<file path="src/rtl/mem_arbiter_if.sv">
// mem_arbiter_if
//   Core-side request/response bundle between the pipeline's instruction-fetch
//   and load/store ports and mem_arbiter.
//
//   Handshake: a request transfers in the cycle where valid && ready. The
//   requester holds valid, addr, wstrb and wdata stable until ready. ready is
//   high only in the grant cycle and never without its valid. The response
//   (rvalid + rdata) arrives exactly one cycle after the grant and has no
//   backpressure.
//
//   Ports (signals):
//     if_valid/if_addr               fetch request          (master -> slave)
//     if_ready/if_rvalid/if_rdata    fetch accept/response  (slave -> master)
//     ls_valid/ls_addr/ls_wstrb/ls_wdata  load/store request (master -> slave)
//     ls_ready/ls_rvalid/ls_rdata    load/store accept/response (slave -> master)
interface mem_arbiter_if #(
  parameter int ADDR_WIDTH = 10,
  parameter int DATA_WIDTH = 32
);
  logic                      if_valid;
  logic [ADDR_WIDTH-1:0]     if_addr;
  logic                      if_ready;
  logic                      if_rvalid;
  logic [DATA_WIDTH-1:0]     if_rdata;

  logic                      ls_valid;
  logic [ADDR_WIDTH-1:0]     ls_addr;
  logic [DATA_WIDTH/8-1:0]   ls_wstrb;
  logic [DATA_WIDTH-1:0]     ls_wdata;
  logic                      ls_ready;
  logic                      ls_rvalid;
  logic [DATA_WIDTH-1:0]     ls_rdata;

  // Core pipeline side.
  modport master (
    output if_valid, if_addr,
    input  if_ready, if_rvalid, if_rdata,
    output ls_valid, ls_addr, ls_wstrb, ls_wdata,
    input  ls_ready, ls_rvalid, ls_rdata
  );

  // Arbiter side.
  modport slave (
    input  if_valid, if_addr,
    output if_ready, if_rvalid, if_rdata,
    input  ls_valid, ls_addr, ls_wstrb, ls_wdata,
    output ls_ready, ls_rvalid, ls_rdata
  );
endinterface

</file>
<file path="src/rtl/mem_arbiter.sv">
// mem_arbiter
//   Shares one single-port BRAM between the fetch port and the load/store
//   port. At most one grant per cycle, round-robin on conflict, fixed one-cycle
//   read latency, and a free-running count of contention cycles.
//
//   Ports:
//     clk, resetn     clock, asynchronous active-low reset
//     bus             core request/response bundle (mem_arbiter_if.slave)
//     bram_en/we/addr/wdata   BRAM port drive
//     bram_rdata      BRAM registered read data (valid one cycle after en)
//     conflicts       cycles with both valids high, wraps modulo 2^32
//     dbg_rsp_sel     response-owner register (none / IF / LS)
//     dbg_last_win    winner of the most recent conflict (0 = IF, 1 = LS)
module mem_arbiter #(
  parameter int ADDR_WIDTH = 10,
  parameter int DATA_WIDTH = 32
) (
  input  logic                    clk,
  input  logic                    resetn,
  mem_arbiter_if.slave            bus,
  output logic                    bram_en,
  output logic [DATA_WIDTH/8-1:0] bram_we,
  output logic [ADDR_WIDTH-1:0]   bram_addr,
  output logic [DATA_WIDTH-1:0]   bram_wdata,
  input  logic [DATA_WIDTH-1:0]   bram_rdata,
  output logic [31:0]             conflicts,
  output logic [1:0]              dbg_rsp_sel,
  output logic                    dbg_last_win
);

  typedef enum logic [1:0] {
    RSP_NONE = 2'b00,
    RSP_IF   = 2'b01,
    RSP_LS   = 2'b10
  } rsp_sel_t;

  typedef enum logic {
    WIN_IF = 1'b0,
    WIN_LS = 1'b1
  } win_t;

  rsp_sel_t    rsp_sel, rsp_sel_next;
  win_t        last_win, last_win_next;
  logic [31:0] conflict_cnt, conflict_cnt_next;

  logic conflict;
  logic grant_if;
  logic grant_ls;

  always_ff @(posedge clk or negedge resetn) begin
    if (!resetn) begin
      rsp_sel      <= RSP_NONE;
      last_win     <= WIN_LS;   // so fetch wins the first conflict
      conflict_cnt <= 32'd0;
    end else begin
      rsp_sel      <= rsp_sel_next;
      last_win     <= last_win_next;
      conflict_cnt <= conflict_cnt_next;
    end
  end

  always_comb begin
    conflict          = bus.if_valid && bus.ls_valid;
    // On conflict the port that did not win last time takes the grant.
    grant_if          = bus.if_valid && (!bus.ls_valid || (last_win == WIN_LS));
    grant_ls          = bus.ls_valid && (!bus.if_valid || (last_win == WIN_IF));

    rsp_sel_next      = RSP_NONE;
    last_win_next     = last_win;
    conflict_cnt_next = conflict_cnt;

    bram_en    = 1'b0;
    bram_we    = '0;
    bram_addr  = bus.if_addr;
    bram_wdata = bus.ls_wdata;

    if (grant_if) begin
      rsp_sel_next = RSP_IF;
      bram_en      = 1'b1;
      bram_addr    = bus.if_addr;
    end else if (grant_ls) begin
      rsp_sel_next = RSP_LS;
      bram_en      = 1'b1;
      bram_we      = bus.ls_wstrb;
      bram_addr    = bus.ls_addr;
    end

    // last_win only moves on contended cycles; an uncontested grant does not
    // change who is owed the next conflict.
    if (conflict) begin
      last_win_next     = grant_if ? WIN_IF : WIN_LS;
      conflict_cnt_next = conflict_cnt + 32'd1;
    end
  end

  // Both read-data outputs come straight from the BRAM; rvalid qualifies them.
  assign bus.if_ready  = grant_if;
  assign bus.ls_ready  = grant_ls;
  assign bus.if_rvalid = (rsp_sel == RSP_IF);
  assign bus.ls_rvalid = (rsp_sel == RSP_LS);
  assign bus.if_rdata  = bram_rdata;
  assign bus.ls_rdata  = bram_rdata;

  assign conflicts    = conflict_cnt;
  assign dbg_rsp_sel  = rsp_sel;
  assign dbg_last_win = last_win;

endmodule

</file>
<file path="src/flat_wrapper.sv">
// flat-port wrapper written by rule: the top's interface ports become plain ports
module mem_arbiter_flat 
#(
  parameter int ADDR_WIDTH = 10,
  parameter int DATA_WIDTH = 32
)
  (clk, resetn, bram_en, bram_we, bram_addr, bram_wdata, bram_rdata, conflicts, dbg_rsp_sel, dbg_last_win, bus_if_valid, bus_if_addr, bus_if_ready, bus_if_rvalid, bus_if_rdata, bus_ls_valid, bus_ls_addr, bus_ls_wstrb, bus_ls_wdata, bus_ls_ready, bus_ls_rvalid, bus_ls_rdata);
  mem_arbiter_if #(.ADDR_WIDTH(ADDR_WIDTH), .DATA_WIDTH(DATA_WIDTH)) bus_i ();
  input  logic clk;
  input  logic resetn;
  output logic bram_en;
  output logic [DATA_WIDTH/8-1:0] bram_we;
  output logic [ADDR_WIDTH-1:0] bram_addr;
  output logic [DATA_WIDTH-1:0] bram_wdata;
  input  logic [DATA_WIDTH-1:0] bram_rdata;
  output logic [31:0] conflicts;
  output logic [1:0] dbg_rsp_sel;
  output logic dbg_last_win;
  input wire logic [$bits(bus_i.if_valid)-1:0] bus_if_valid;
  input wire logic [$bits(bus_i.if_addr)-1:0] bus_if_addr;
  output wire logic [$bits(bus_i.if_ready)-1:0] bus_if_ready;
  output wire logic [$bits(bus_i.if_rvalid)-1:0] bus_if_rvalid;
  output wire logic [$bits(bus_i.if_rdata)-1:0] bus_if_rdata;
  input wire logic [$bits(bus_i.ls_valid)-1:0] bus_ls_valid;
  input wire logic [$bits(bus_i.ls_addr)-1:0] bus_ls_addr;
  input wire logic [$bits(bus_i.ls_wstrb)-1:0] bus_ls_wstrb;
  input wire logic [$bits(bus_i.ls_wdata)-1:0] bus_ls_wdata;
  output wire logic [$bits(bus_i.ls_ready)-1:0] bus_ls_ready;
  output wire logic [$bits(bus_i.ls_rvalid)-1:0] bus_ls_rvalid;
  output wire logic [$bits(bus_i.ls_rdata)-1:0] bus_ls_rdata;
  assign bus_i.if_valid = bus_if_valid;
  assign bus_i.if_addr = bus_if_addr;
  assign bus_if_ready = bus_i.if_ready;
  assign bus_if_rvalid = bus_i.if_rvalid;
  assign bus_if_rdata = bus_i.if_rdata;
  assign bus_i.ls_valid = bus_ls_valid;
  assign bus_i.ls_addr = bus_ls_addr;
  assign bus_i.ls_wstrb = bus_ls_wstrb;
  assign bus_i.ls_wdata = bus_ls_wdata;
  assign bus_ls_ready = bus_i.ls_ready;
  assign bus_ls_rvalid = bus_i.ls_rvalid;
  assign bus_ls_rdata = bus_i.ls_rdata;
  mem_arbiter #(.ADDR_WIDTH(ADDR_WIDTH), .DATA_WIDTH(DATA_WIDTH)) u_core (.clk(clk), .resetn(resetn), .bus(bus_i), .bram_en(bram_en), .bram_we(bram_we), .bram_addr(bram_addr), .bram_wdata(bram_wdata), .bram_rdata(bram_rdata), .conflicts(conflicts), .dbg_rsp_sel(dbg_rsp_sel), .dbg_last_win(dbg_last_win));
endmodule
</file>
<file path="config.mk">
export PLATFORM = sky130hd
export DESIGN_NAME = mem_arbiter_flat
export DESIGN_NICKNAME = d
export VERILOG_FILES = /design/src/rtl/mem_arbiter_if.sv /design/src/rtl/mem_arbiter.sv /design/src/flat_wrapper.sv
export SDC_FILE = /design/constraint.sdc
export NUM_CORES = 1
export LEC_CHECK = 0
export BUFFER_PORTS_ARGS = -buffer_cell sky130_fd_sc_hd__buf_2
export CAP_MARGIN = 5
export CORE_AREA = 2 2 93 95
export DETAILED_ROUTE_END_ITERATION = 10
export DIE_AREA = 0 0 95 97
export PLACE_DENSITY = 0.72
export SLEW_MARGIN = 20
export SYNTH_ARGS = -nofsm -noshare
export SYNTH_HDL_FRONTEND = slang
export SYNTH_SLANG_ARGS = --single-unit
</file>
<file path="constraint.sdc">
create_clock -name clk -period 1.45 [get_ports clk]
set_input_delay 0.29 -clock clk [delete_from_list [all_inputs] [get_ports clk]]
set_output_delay 0.29 -clock clk [all_outputs]
set_load 0.05 [all_outputs]
</file>
; ---- After elaboration in Yosys (flattened, before gate mapping)
; Index checks and enable logic that the tools add are counted.
[totals]
reg_bits = 35
input_bits = 92
output_inout_bits = 150
[op_classes]
n_addsub = 1
eq_ne = 2
muxes = 9
bitwise = 1
n_reduce_logical = 7
[ops]
columns = cell, count
row1 = 32-bit by 1-bit adder with 32-bit output (second input constant), 1
row2 = 10-bit 2-to-1 mux, 2
row3 = 4-bit 2-to-1 mux, 2
row4 = 2-bit 2-to-1 mux, 2
row5 = 1-bit logical AND, 3
row6 = 1-bit 2-to-1 mux, 3
row7 = 2-bit by 1-bit equality test with 1-bit output (second input constant), 1
row8 = 2-bit equality test (second input constant), 1
row9 = 1-bit zero test, 2
row10 = 1-bit logical OR, 2
row11 = 1-bit inverter, 1

; ---- Logic depth before layout (Yosys ltp)
; Gate-level depths: netlist of the first run.
[depth]
depth_word = 5
depth_mapped = 5

; ---- Worst setup path after synthesis of the first run
; OpenSTA, ideal clock, no wires.
[synth_timing]
path_type = flip-flop to output port
from = register u_core.last_win, in the netlist u_core.dbg_last_win
to = output bus_if_ready
t_arrival_ps = 1955
setup_slack_ps = -795
path_stages_with_launch = 3
path_cell_list = dfstp_2 inv_1 a21boi_0
[synth_via]
elab_chain_len = 2
[synth_lines]
columns = element, line
row1 = start: declaration, mem_arbiter.sv:43  ; win_t last_win, last_win_next;
row2 = start signal: assignment, mem_arbiter.sv:57  ; last_win <= last_win_next;
row3 = 1-bit logical OR, mem_arbiter.sv:65  ; grant_if = bus.if_valid && (!bus.ls_valid || (last_win == WIN_LS));
row4 = 1-bit logical AND, mem_arbiter.sv:65
row5 = end: declaration, flat_wrapper.sv:21  ; output wire logic [$bits(bus_i.if_ready)-1:0] bus_if_ready;
; Every way passes these cells.

; ---- Worst setup path after layout of the first run
[layout_timing]
from = register u_core.last_win, in the netlist u_core.dbg_last_win
to = output bram_addr[9]
[layout_via]
elab_chain_len = 5
[layout_lines]
columns = element, line
row1 = 1-bit inverter, mem_arbiter.sv:66  ; grant_ls = bus.ls_valid && (!bus.if_valid || (last_win == WIN_IF));
row2 = 1-bit logical OR, mem_arbiter.sv:66
row3 = 1-bit logical AND, mem_arbiter.sv:66
row4 = 10-bit 2-to-1 mux, mem_arbiter.sv:81  ; end else if (grant_ls) begin
row5 = 10-bit 2-to-1 mux (*), mem_arbiter.sv:77  ; if (grant_if) begin
row6 = end: declaration, flat_wrapper.sv:13  ; output logic [ADDR_WIDTH-1:0] bram_addr;
; Mark *: on every way between the ends. The rest lies on a longest branch, timed or not.

==> out/results.txt, run 1 <==
outcome: finished, violations left
violated checks: negative setup slack
Vias: 1645
antenna violations before repair: 0
row count: 33
post-synth cell types: 25
1st-iter DRT viols: 34
Die Span X: 95 µm
critical path launch point type: register
Post-Syn Area: 2514 µm²
Largest stage delay, worst path: 0.48 ns
n_diodes: 0
fmax: 530.2 MHz
P_leak: 1.484 nW
Worst Path Arrival: 1.60 ns
skew final: 0.01214 ns
grt ovf: 0
Num CTS Buffers: 5
core area: 8134 µm²
CTS tree: built
Switch Pwr: 1.502 mW
clock tree buffer depth: 2
Synth-to-Final Area Change: 21.95%
final instance area: 3065 µm²
drt pass-1 iters: 4
Final Wtd Congestion: 0.7754
CP cell instances: a21boi_4 -> buf_12 -> mux2_2 -> buf_6
Slew HR: 76.14%
largest net degree at the start of global routing: 36
Syn Nets: 342
VDD IR max: 721.2 µV
drt drc: 0
Setup violations, final: 18
clk sinks: 35
Final TNS setup: -6.240 ns
crit path max fanout: 14
Antenna Nets Post-Route: 0
Pwr per Cell Area: 1184 nW/µm²
Worst R2R Start: u_core.conflicts[12]$_DFFE_PN0P_
Internal: 2.128 mW
first-pass GRT wire length: 8086 µm
#FFs+latches synth: 35
RSZ-0062 raised after global routing: true
HP Start: bus_ls_valid
switch share: 41.39%
sequential area share after synthesis: 34.89%
delay-heaviest family, CP: flip-flops
WP buf/inv: 2
Fin. Hold Viols: 0
CP max stage cell: dfstp_4
dpl cell area: 2664 µm²
vias per cell: 4.318
final slew viol count: 0
WL final: 5414 µm
IO Port Bufs: 81
CP endpoint kind: output pin
root buf cell: clkbuf_8
starting density of the core: 30.90%
Post-Layout Cell Count: 381
Seq pwr share: 34.3%
final net count: 368
CP required: 1.16 ns
Comb power frac: 44.7%
Clk pwr share: 21.0%
Synthesis Warnings: 0
max_cap viols: 0
DIE HEIGHT: 97 µm
min Tclk post-route: 1.886 ns
Post-Syn Area per Cell: 10.10 µm²
DP Cell Count: 358
final cycle utilization of the critical path: 130.1%
layout cells sized above 1: 68.84%
Routed WL per cell: 14.21 µm
Die Area: 9215 µm²
Reg clk slew, reported paths: 0.08 ns
Final WS setup: -0.4361 ns
CP startpoint: u_core.dbg_last_win$_DFFE_PN1P_
worst slew pin tran: 0.3553 ns
Mapped Cells: 249
worst skew pair latency: 0.29 ns
dpl hpwl: 3848 µm
I/O pins: 242
Crit Path Category: register to output pin
vias in the first global route: 1628
H-tree levels: 2
Hold/Removal Path Class: input pin to register
GR Util All Layers: 11.33%
-- cell usage after synthesis --
cell type  number  area [µm²]
buf_4          96       720.7
and2_1          6       37.54
nor2_1          5       18.77
dfrtp_1        34       850.8
dfstp_2         1       26.28
nand2_1         8       30.03
nor4_4          3       63.81
a21boi_0        2       15.01
nor3_1          2       10.01
and4_1          3       26.28
or2_2           1       6.260
inv_1           4       15.01
nand3_1        13       65.06
buf_6           2       22.52
and3_1          4       25.02
nand4_4         2       42.54
nand4_1        13       81.33
xnor2_1        28       245.2
ha_1            1       12.51
and3_2          2       15.01
buf_2           1       5.000
nor2b_1         2       12.51
a21boi_1        1       7.510
mux2_2         11       123.9
xor2_1          4       35.03
-- placed cells by master (no fill, tap or decap), types with 4 or more instances in the layout --
cell type | netlist | final
xor2_1 | 4 | 4
buf_12 | 0 | 4
mux2_4 | 0 | 5
buf_4 | 96 | 28
and3_4 | 0 | 4
buf_2 | 1 | 64
nor2_1 | 5 | 5
clkbuf_8 | 0 | 6
nand4_1 | 13 | 13
dfrtp_1 | 34 | 11
mux2_2 | 11 | 6
dfrtp_2 | 0 | 23
buf_6 | 2 | 19
nand3_1 | 13 | 8
xnor2_1 | 28 | 26
nand2_1 | 8 | 6
and2_2 | 0 | 4
-- worst register-to-register path, cell delays in order (launching register included) --
cell and delay [ns]:
dfrtp_2 0.39, nand4_4 0.14, nor4_4 0.22, buf_4 0.18, clkbuf_16 0.16, nand4_1 0.11
xnor2_1 0.14
-- logic make-up (layout without fill, tap and decap cells) --
group                      Yosys count  count (layout)  share of synthesized area (%)
xor gates and xnor gates            32              32                          11.15
adders and majority gates            1               1                         0.4977
AOI/OAI and AO/OA                    3               3                         0.8959
DFF                                 35              35                          34.89
muxes                               11              11                          4.928
and+or+nand+nor                     64              64                          17.27
buffers and inverters              103             130                          30.36
-- flip-flops by register name (all words and copies together), names as in the netlist --
register and cells:
u_core.dbg_rsp_sel 2, u_core.dbg_last_win 1, u_core.conflicts 32
-- metal layers --
layer | GRT usage, % | up-vias | share of wire [%]
li1 | - | 783 | -
met1 | 13.57 | 787 | 42
met2 | 18.44 | 60 | 49
met3 | 3.738 | 15 | 7.1
met4 | 4.682 | 0 | 1.6
met5 | 0 | - | 0
-- stage by stage --
stage               hold WS [ns]  setup WS [ns]  util (%)  power (mW)
floorplan              -0.005591        -0.2152         -       2.983
global placement          0.2669        -0.1394     32.75       2.669
detailed placement        0.2672        -0.1555     32.75       2.696
CTS                       0.3582        -0.4456     36.13       3.666
global route              0.3666        -0.4946     37.69       3.847
finish                    0.3641        -0.4361     37.69       3.630
-- final timing paths --
check                                                        end  slack, ns  cells past startpoint
max in group asynchronous        u_core.dbg_last_win$_DFFE_PN1P_       0.71                      3
worst max register to register  u_core.conflicts[24]$_DFFE_PN0P_      -0.01                      6
worst min register to register  u_core.conflicts[30]$_DFFE_PN0P_       0.49                      1
min in group asynchronous       u_core.conflicts[21]$_DFFE_PN0P_       0.49                      3
worst min-delay path             u_core.dbg_rsp_sel[0]$_DFF_PN0_       0.36                      3
worst max-delay path                                bram_addr[9]      -0.44                      4
-- cell type report --
cell class / instances / area (µm²)
clock inverter: 2 / 16.27
sequential: 35 / 909.6
clock buffer: 6 / 82.58
timing repair buffer: 118 / 874.6
inverter: 4 / 15.01
fill: 804 / 5069
tap: 105 / 131.4
multi-input combinational: 111 / 1036
-- power groups by stage --
stage	combinational, mW	sequential, mW	clock, mW
after floorplan	1.31	1.67	0
after global placement	1.40	1.27	0
after detailed placement	1.42	1.28	0
after CTS	1.61	1.25	0.804
after global routing	1.72	1.26	0.863
final	1.62	1.24	0.764
-- what timing repair did --
item,CTS,global route
gates cloned,0,1
gates resized for setup,41,6
hold endpoints to repair,34,0
pin swaps,3,7
setup buffers,4,9
hold buffers,1,0
setup endpoints to repair,24,33
Note: power is estimated with default switching activity, not from simulation.
==> inputs of run 2 (changes only) <==
Settings changed: ABC_AREA set to 1, ABC_CLOCK_PERIOD_IN_PS set to 1450, PLACE_DENSITY 0.72 to 0.76.
==> run 2 against run 1 <==
  * The run still ends with negative setup slack left
  * Cell count increased by 28%
  * Maximum frequency increased by 5.6%
  * Via count increased by 35%
  * Cell area increased by 11%
==> out/results.txt, run 2 <==
CTS tree: built
vias in the first global route: 2308
Internal: 1.882 mW
Post-Syn Area: 2790 µm²
max FFs per register: 32
Pwr per Cell Area: 955.4 nW/µm²
CP cell instances: nand2_4 -> nand2_8 -> inv_8 -> or2_4 -> buf_6
ys async rst share: 100.0%
Syn Nets: 462
VDD IR max: 875.3 µV
vias per cell: 4.578
DIE HEIGHT: 97 µm
Reg2Reg Depth: 8
critical path launch point type: register
multi-input logic area: 1360 µm²
clock tree buffer depth: 2
fmax: 559.7 MHz
antenna violations before repair: 0
drt pass-1 iters: 4
commonest non-fill, non-tap cell in the layout: nand2_1
Synthesis Warnings: 0
crit path max fanout: 12
final slew viol count: 0
Post-Syn Area per Cell: 7.561 µm²
drt drc: 0
commonest cells in the synthesized netlist: buf_4 (96), nand2_1 (96), inv_1 (40), dfrtp_1 (34), nor2_1 (23)
area leader, netlist: dfrtp_1
#FFs+latches synth: 35
IO Port Bufs: 81
Pwr Total: 3.250 mW
Seq. cell area: 907.1 µm²
Comb power frac: 41.2%
Final TNS setup: -4.630 ns
Crit Path Category: register to output pin
final core utilization: 41.82%
worst slew pin tran: 0.4367 ns
delay-heaviest family, CP: flip-flops
final cycle utilization of the critical path: 123.2%
prevailing post-synth register cell: dfrtp_1
row count: 33
Worst Path Arrival: 1.50 ns
Slew HR: 70.78%
WL final: 6742 µm
Vias: 2225
min Tclk post-route: 1.787 ns
I/O pins: 242
skew final: 0.005499 ns
P_leak: 1.741 nW
n_diodes: 0
Clk pwr share: 21.3%
Switch Pwr: 1.368 mW
Reg clk slew, reported paths: 0.07 ns
Die Area: 9215 µm²
dpl hpwl: 5293 µm
WP buf/inv: 2
Mapped Cells: 369
Fin. Hold Viols: 0
Final Wtd Congestion: 0.8270
violated checks: negative setup slack
GR Util All Layers: 14.93%
final net count: 473
1st-iter DRT viols: 72
max_cap viols: 0
pre-CTS setup slack: -0.1282 ns
Largest stage delay, worst path: 0.56 ns
layout cells sized above 1: 52.49%
first-pass GRT wire length: 10750 µm
H-tree levels: 2
Filler cells: 776
synth top area cells: dfrtp_1 (30%), buf_4 (26%), nand2_1 (13%)
Setup violations, final: 18
RSZ-0062 raised after global routing: true
sequential area share after synthesis: 31.43%
worst skew pair latency: 0.29 ns
Seq pwr share: 37.6%
Routed WL per cell: 13.87 µm
grt ovf: 0
outcome: finished, violations left
Hold/Removal Path Class: input pin to async pin
Antenna Nets Post-Route: 0
Post-synth EDFFs: 0
Synth-to-Final Area Change: 21.93%
starting density of the core: 34.30%
switch share: 42.09%
post-synth cell types: 27
CP max stage cell: dfstp_2
CP required: 1.16 ns
Critical Path Stages: 5
Final WS setup: -0.3368 ns
largest net degree at the start of global routing: 21
Die Span X: 95 µm
Num CTS Buffers: 5
root buf cell: clkbuf_8
top cell type's share of synthesized area: 30.49%
core area: 8134 µm²
clk sinks: 35
CP endpoint kind: output pin
most frequent cells in the layout: nand2_1 (66), buf_2 (63), inv_1 (39)
==> run 2: cell types whose count changed after synthesis, moves of 11 or more <==
| cell | previous run | this run |
|---|---|---|
| nand2_1 | 8 | 96 |
| nor2_1 | 5 | 23 |
| mux2_2 | 11 | 0 |
| xnor2_1 | 28 | 5 |
| inv_1 | 4 | 40 |
| xor2_1 | 4 | 15 |
==> run 2: metal layers <==
metal	track usage, %	vias up	share of wire, %
li1	-	1042	-
met1	14.37	1035	34
met2	27.33	109	54
met3	4.829	39	8.5
met4	8.138	0	4.0
met5	0	-	0
==> run 2: logic make-up (layout without fill, tap and decap cells) <==
family | Yosys count | in the layout | synth area share [%]
and+or+nand+nor | 171 | 171 | 29.42
DFF | 35 | 35 | 31.44
adders and majority gates | 1 | 1 | 0.4484
xor gates and xnor gates | 20 | 20 | 6.278
AOI/OAI and AO/OA | 2 | 2 | 0.3588
buffers and inverters | 140 | 152 | 32.06
==> run 2: per-stage QoR <==
stage | hold slack [ns] | area (µm²) | std cells
after floorplan | -0.005591 | 3110 | 369
after global placement | 0.2367 | 2998 | 468
after detailed placement | 0.2344 | 2998 | 468
after CTS | 0.4368 | 3302 | 481
after global routing | 0.4568 | 3402 | 486
final | 0.4531 | 3402 | 486
==> run 2: worst reg2reg max path: cells and delay by family (launching register included) <==
kind | cells | cell delay, ns
and+or+nand+nor | 7 | 0.79
DFF | 1 | 0.41
adders and majority gates | 1 | 0.16
==> run 2: power by group through the flow <==
stage | Sequential (mW) | Combinational [mW] | Clock [mW]
after floorplan | 1.54 | 1.28 | 0
after global placement | 1.24 | 1.14 | 0
after detailed placement | 1.24 | 1.16 | 0
after CTS | 1.23 | 1.29 | 0.707
after global routing | 1.24 | 1.41 | 0.743
final | 1.22 | 1.34 | 0.692
==> run 2: what timing repair did <==
| action | CTS | global route |
|---|---|---|
| gates resized for setup | 56 | 17 |
| endpoints found under the hold margin | 14 | 0 |
| buffers inserted | 5 | 5 |
| pin swaps | 1 | 10 |
| setup endpoints to repair | 18 | 25 |
| hold buffers | 1 | 0 |
==> run 2: cell type report <==
cell class                 instances  share of cell area (%)
timing repair buffer             103                   22.36
clock inverter                     1                  0.1471
tap                              105                   3.862
clock buffer                       7                   2.243
sequential                        35                   26.66
multi-input combinational        194                   39.98
inverter                          41                   4.744
==> run 2: path summary, 6_finish.rpt <==
path / start / endpoint / slack [ns]
hold reg to reg: u_core.conflicts[9]$_DFFE_PN0P_ / u_core.conflicts[9]$_DFFE_PN0P_ / 0.50
hold / removal: resetn / u_core.conflicts[31]$_DFFE_PN0P_ / 0.45
setup / recovery: u_core.dbg_last_win$_DFFE_PN1P_ / bram_en / -0.34
setup reg to reg: u_core.conflicts[0]$_DFFE_PN0P_ / u_core.conflicts[30]$_DFFE_PN0P_ / 0
min in group clk: bus_ls_valid / u_core.dbg_rsp_sel[0]$_DFF_PN0_ / 0.46
max in group asynchronous: resetn / u_core.conflicts[8]$_DFFE_PN0P_ / 0.55
==> inputs of run 3 (changes only) <==
Settings changed: ABC_CLOCK_PERIOD_IN_PS 1450 to 2100, PLACE_DENSITY 0.76 to 0.73.
Clock period 1.45 ns to 2.1 ns, I/O delays scaled along.
==> run 3 against run 2 <==
  * The flow now finishes without violations
  * First-iteration DRC count is 8.3% lower
  * Utilization is 8.5 points lower
  * Clock-buffer cell count stayed put
  * Clock skew is 0.0044 ns higher
  * Sequential share of layout area is 5.7 points higher
  * Hold slack worse by 0.24 ns
  * Non-clock buffer count is 19 lower
  * Register-to-register slack better by 0.60 ns
  * Clock power is 31% lower
  * Flip-flop and latch count stayed put
  * Sequential power is 33% lower
  * Global-route usage is 1.6 points lower
  * Critical path type unchanged
  * Largest cell class unchanged
  * Highest routed layer unchanged
==> out/results.txt, run 3 (same netlist as run 2, synthesis figures left out) <==
outcome: complete, no violations
WL final: 5895 µm
Final Wtd Congestion: 0.8282
first-pass GRT wire length: 9515 µm
setup slack, reg-to-reg: 0.60 ns
CP cell instances: nand2_1 -> nand2_1 -> inv_2 -> or2_2 -> buf_6
switch share: 42.68%
Final TNS setup: 0 ns
drt drc: 0
Switch Pwr: 0.8450 mW
IO Port Bufs: 81
Fin. Hold Viols: 0
DIE HEIGHT: 97 µm
most frequent cells in the layout: nand2_1 (96), buf_2 (76), inv_1 (39)
antenna violations before repair: 0
grt ovf: 0
Synth-to-Final Area Change: -2.736%
crit path max fanout: 7
final slew viol count: 0
max_cap viols: 0
Hold/Removal Path Class: input pin to async pin
commonest non-fill, non-tap cell in the layout: nand2_1
Reg clk slew, reported paths: 0.08 ns
Reg2Reg Depth: 7
Worst Path Arrival: 1.59 ns
starting density of the core: 34.30%
H-tree levels: 2
1st-iter DRT viols: 66
min Tclk post-route: 2.006 ns
critical path launch point type: register
vias per cell: 4.366
clk sinks: 35
skew final: 0.009922 ns
vias in the first global route: 2036
RSZ-0062 raised after global routing: false
worst slew pin tran: 0.7961 ns
Die Area: 9215 µm²
core area: 8134 µm²
VDD IR max: 502.7 µV
dpl hpwl: 4728 µm
I/O pins: 242
CP required: 1.68 ns
pre-CTS setup slack: 0.2774 ns
dpl cell area: 2613 µm²
Largest stage delay, worst path: 0.55 ns
Clk pwr share: 24.2%
row count: 33
most used cell, CP: nand2_1
clock tree buffer depth: 2
Seq pwr share: 41.2%
fmax: 498.4 MHz
final net count: 454
CTS tree: built
CP startpoint: u_core.dbg_last_win$_DFFE_PN1P_
largest net degree at the start of global routing: 36
GR Util All Layers: 13.29%
Pwr per Cell Area: 729.6 nW/µm²
final cycle utilization of the critical path: 95.54%
Die Span X: 95 µm
CP max stage cell: dfstp_2
root buf cell: clkbuf_8
worst skew pair latency: 0.29 ns
final instance area: 2714 µm²
Worst R2R Start: u_core.conflicts[1]$_DFFE_PN0P_
Vias: 2039
Num CTS Buffers: 5
Final WS setup: 0.09369 ns
Worst R2R End: u_core.conflicts[22]$_DFFE_PN0P_
n_diodes: 0
max FFs per register: 32
Setup violations, final: 0
P_leak: 1.542 nW
Antenna Nets Post-Route: 0
layout cells sized above 1: 32.32%
drt pass-1 iters: 4
CP endpoint kind: output pin
Internal: 1.135 mW
Slew HR: 46.93%
Crit Path Category: register to output pin
Routed WL per cell: 12.62 µm
Comb power frac: 34.7%
[run 3: cell types whose count changed in the layout (fill, tap and decap cells not counted), sizes merged]
| cell | delta |
|---|---|
| dlygate4sd3 | -1 |
| buf | -21 |
| clkbuf | +3 |
[run 3: worst max path at each step]
stage / end / slack (ns)
2_1_floorplan: bram_addr[4] / 0.009
4_1_cts: bram_en / 0.02
5_1_grt: bram_addr[8] / 0.002
6_report: bram_en / 0.09
3_3_place_gp: bram_addr[4] / 0.33
3_5_place_dp: bram_addr[8] / 0.28
[run 3: layout make-up]
class                           instances  area (µm²)
Sequential cell                        35       877.1
Timing Repair Buffer                   84       447.9
Inverter                               41       153.9
Tap cell                              105       131.4
Clock buffer                            7       76.32
Multi-Input combinational cell        194        1022
Clock inverter                          1       5.005
Fill cell                             877        5420
[run 3: power groups by stage]
stage          Combinational [mW]  Sequential (mW)  Clock (mW)
6_report                    0.687            0.815       0.478
5_1_grt                     0.726            0.826       0.530
4_1_cts                     0.687            0.816       0.497
3_5_place_dp                0.684            0.828           0
3_3_place_gp                0.672            0.826           0
2_1_floorplan               0.783             1.03           0
[run 3: critical path, delay by kind of cell (launching register included)]
| family | cells | cell delay (ns) |
|---|---|---|
| flops | 1 | 0.55 |
| simple gates | 3 | 0.51 |
| buf+inv | 2 | 0.24 |
[run 3: through the flow]
step	cells	hold WS, ns	power (mW)	utilization, %
2_1_floorplan	369	0.1244	1.817	-
3_3_place_gp	459	0.4678	1.498	32.12
3_5_place_dp	459	0.4667	1.512	32.12
4_1_cts	467	0.2442	2.000	33.12
5_1_grt	467	0.2729	2.082	33.36
6_report	467	0.2153	1.980	33.36
[run 3: metal layers]
metal  GRT usage (%)  share of wire (%)  wire (µm)  vias to the layer above
li1                -                  -          -                      999
met1           14.34                 38       2212                      901
met2           22.59                 49       2886                      100
met3           4.751                9.2        542                       39
met4           6.577                4.3        253                        0
met5               0                  0          0                        -
[run 3: repair_timing]
item | in CTS | in global routing
setup endpoints to repair | 0 | 9
hold buffers | 0 | 0
resized for setup | 0 | 10
setup buffers | 0 | 0
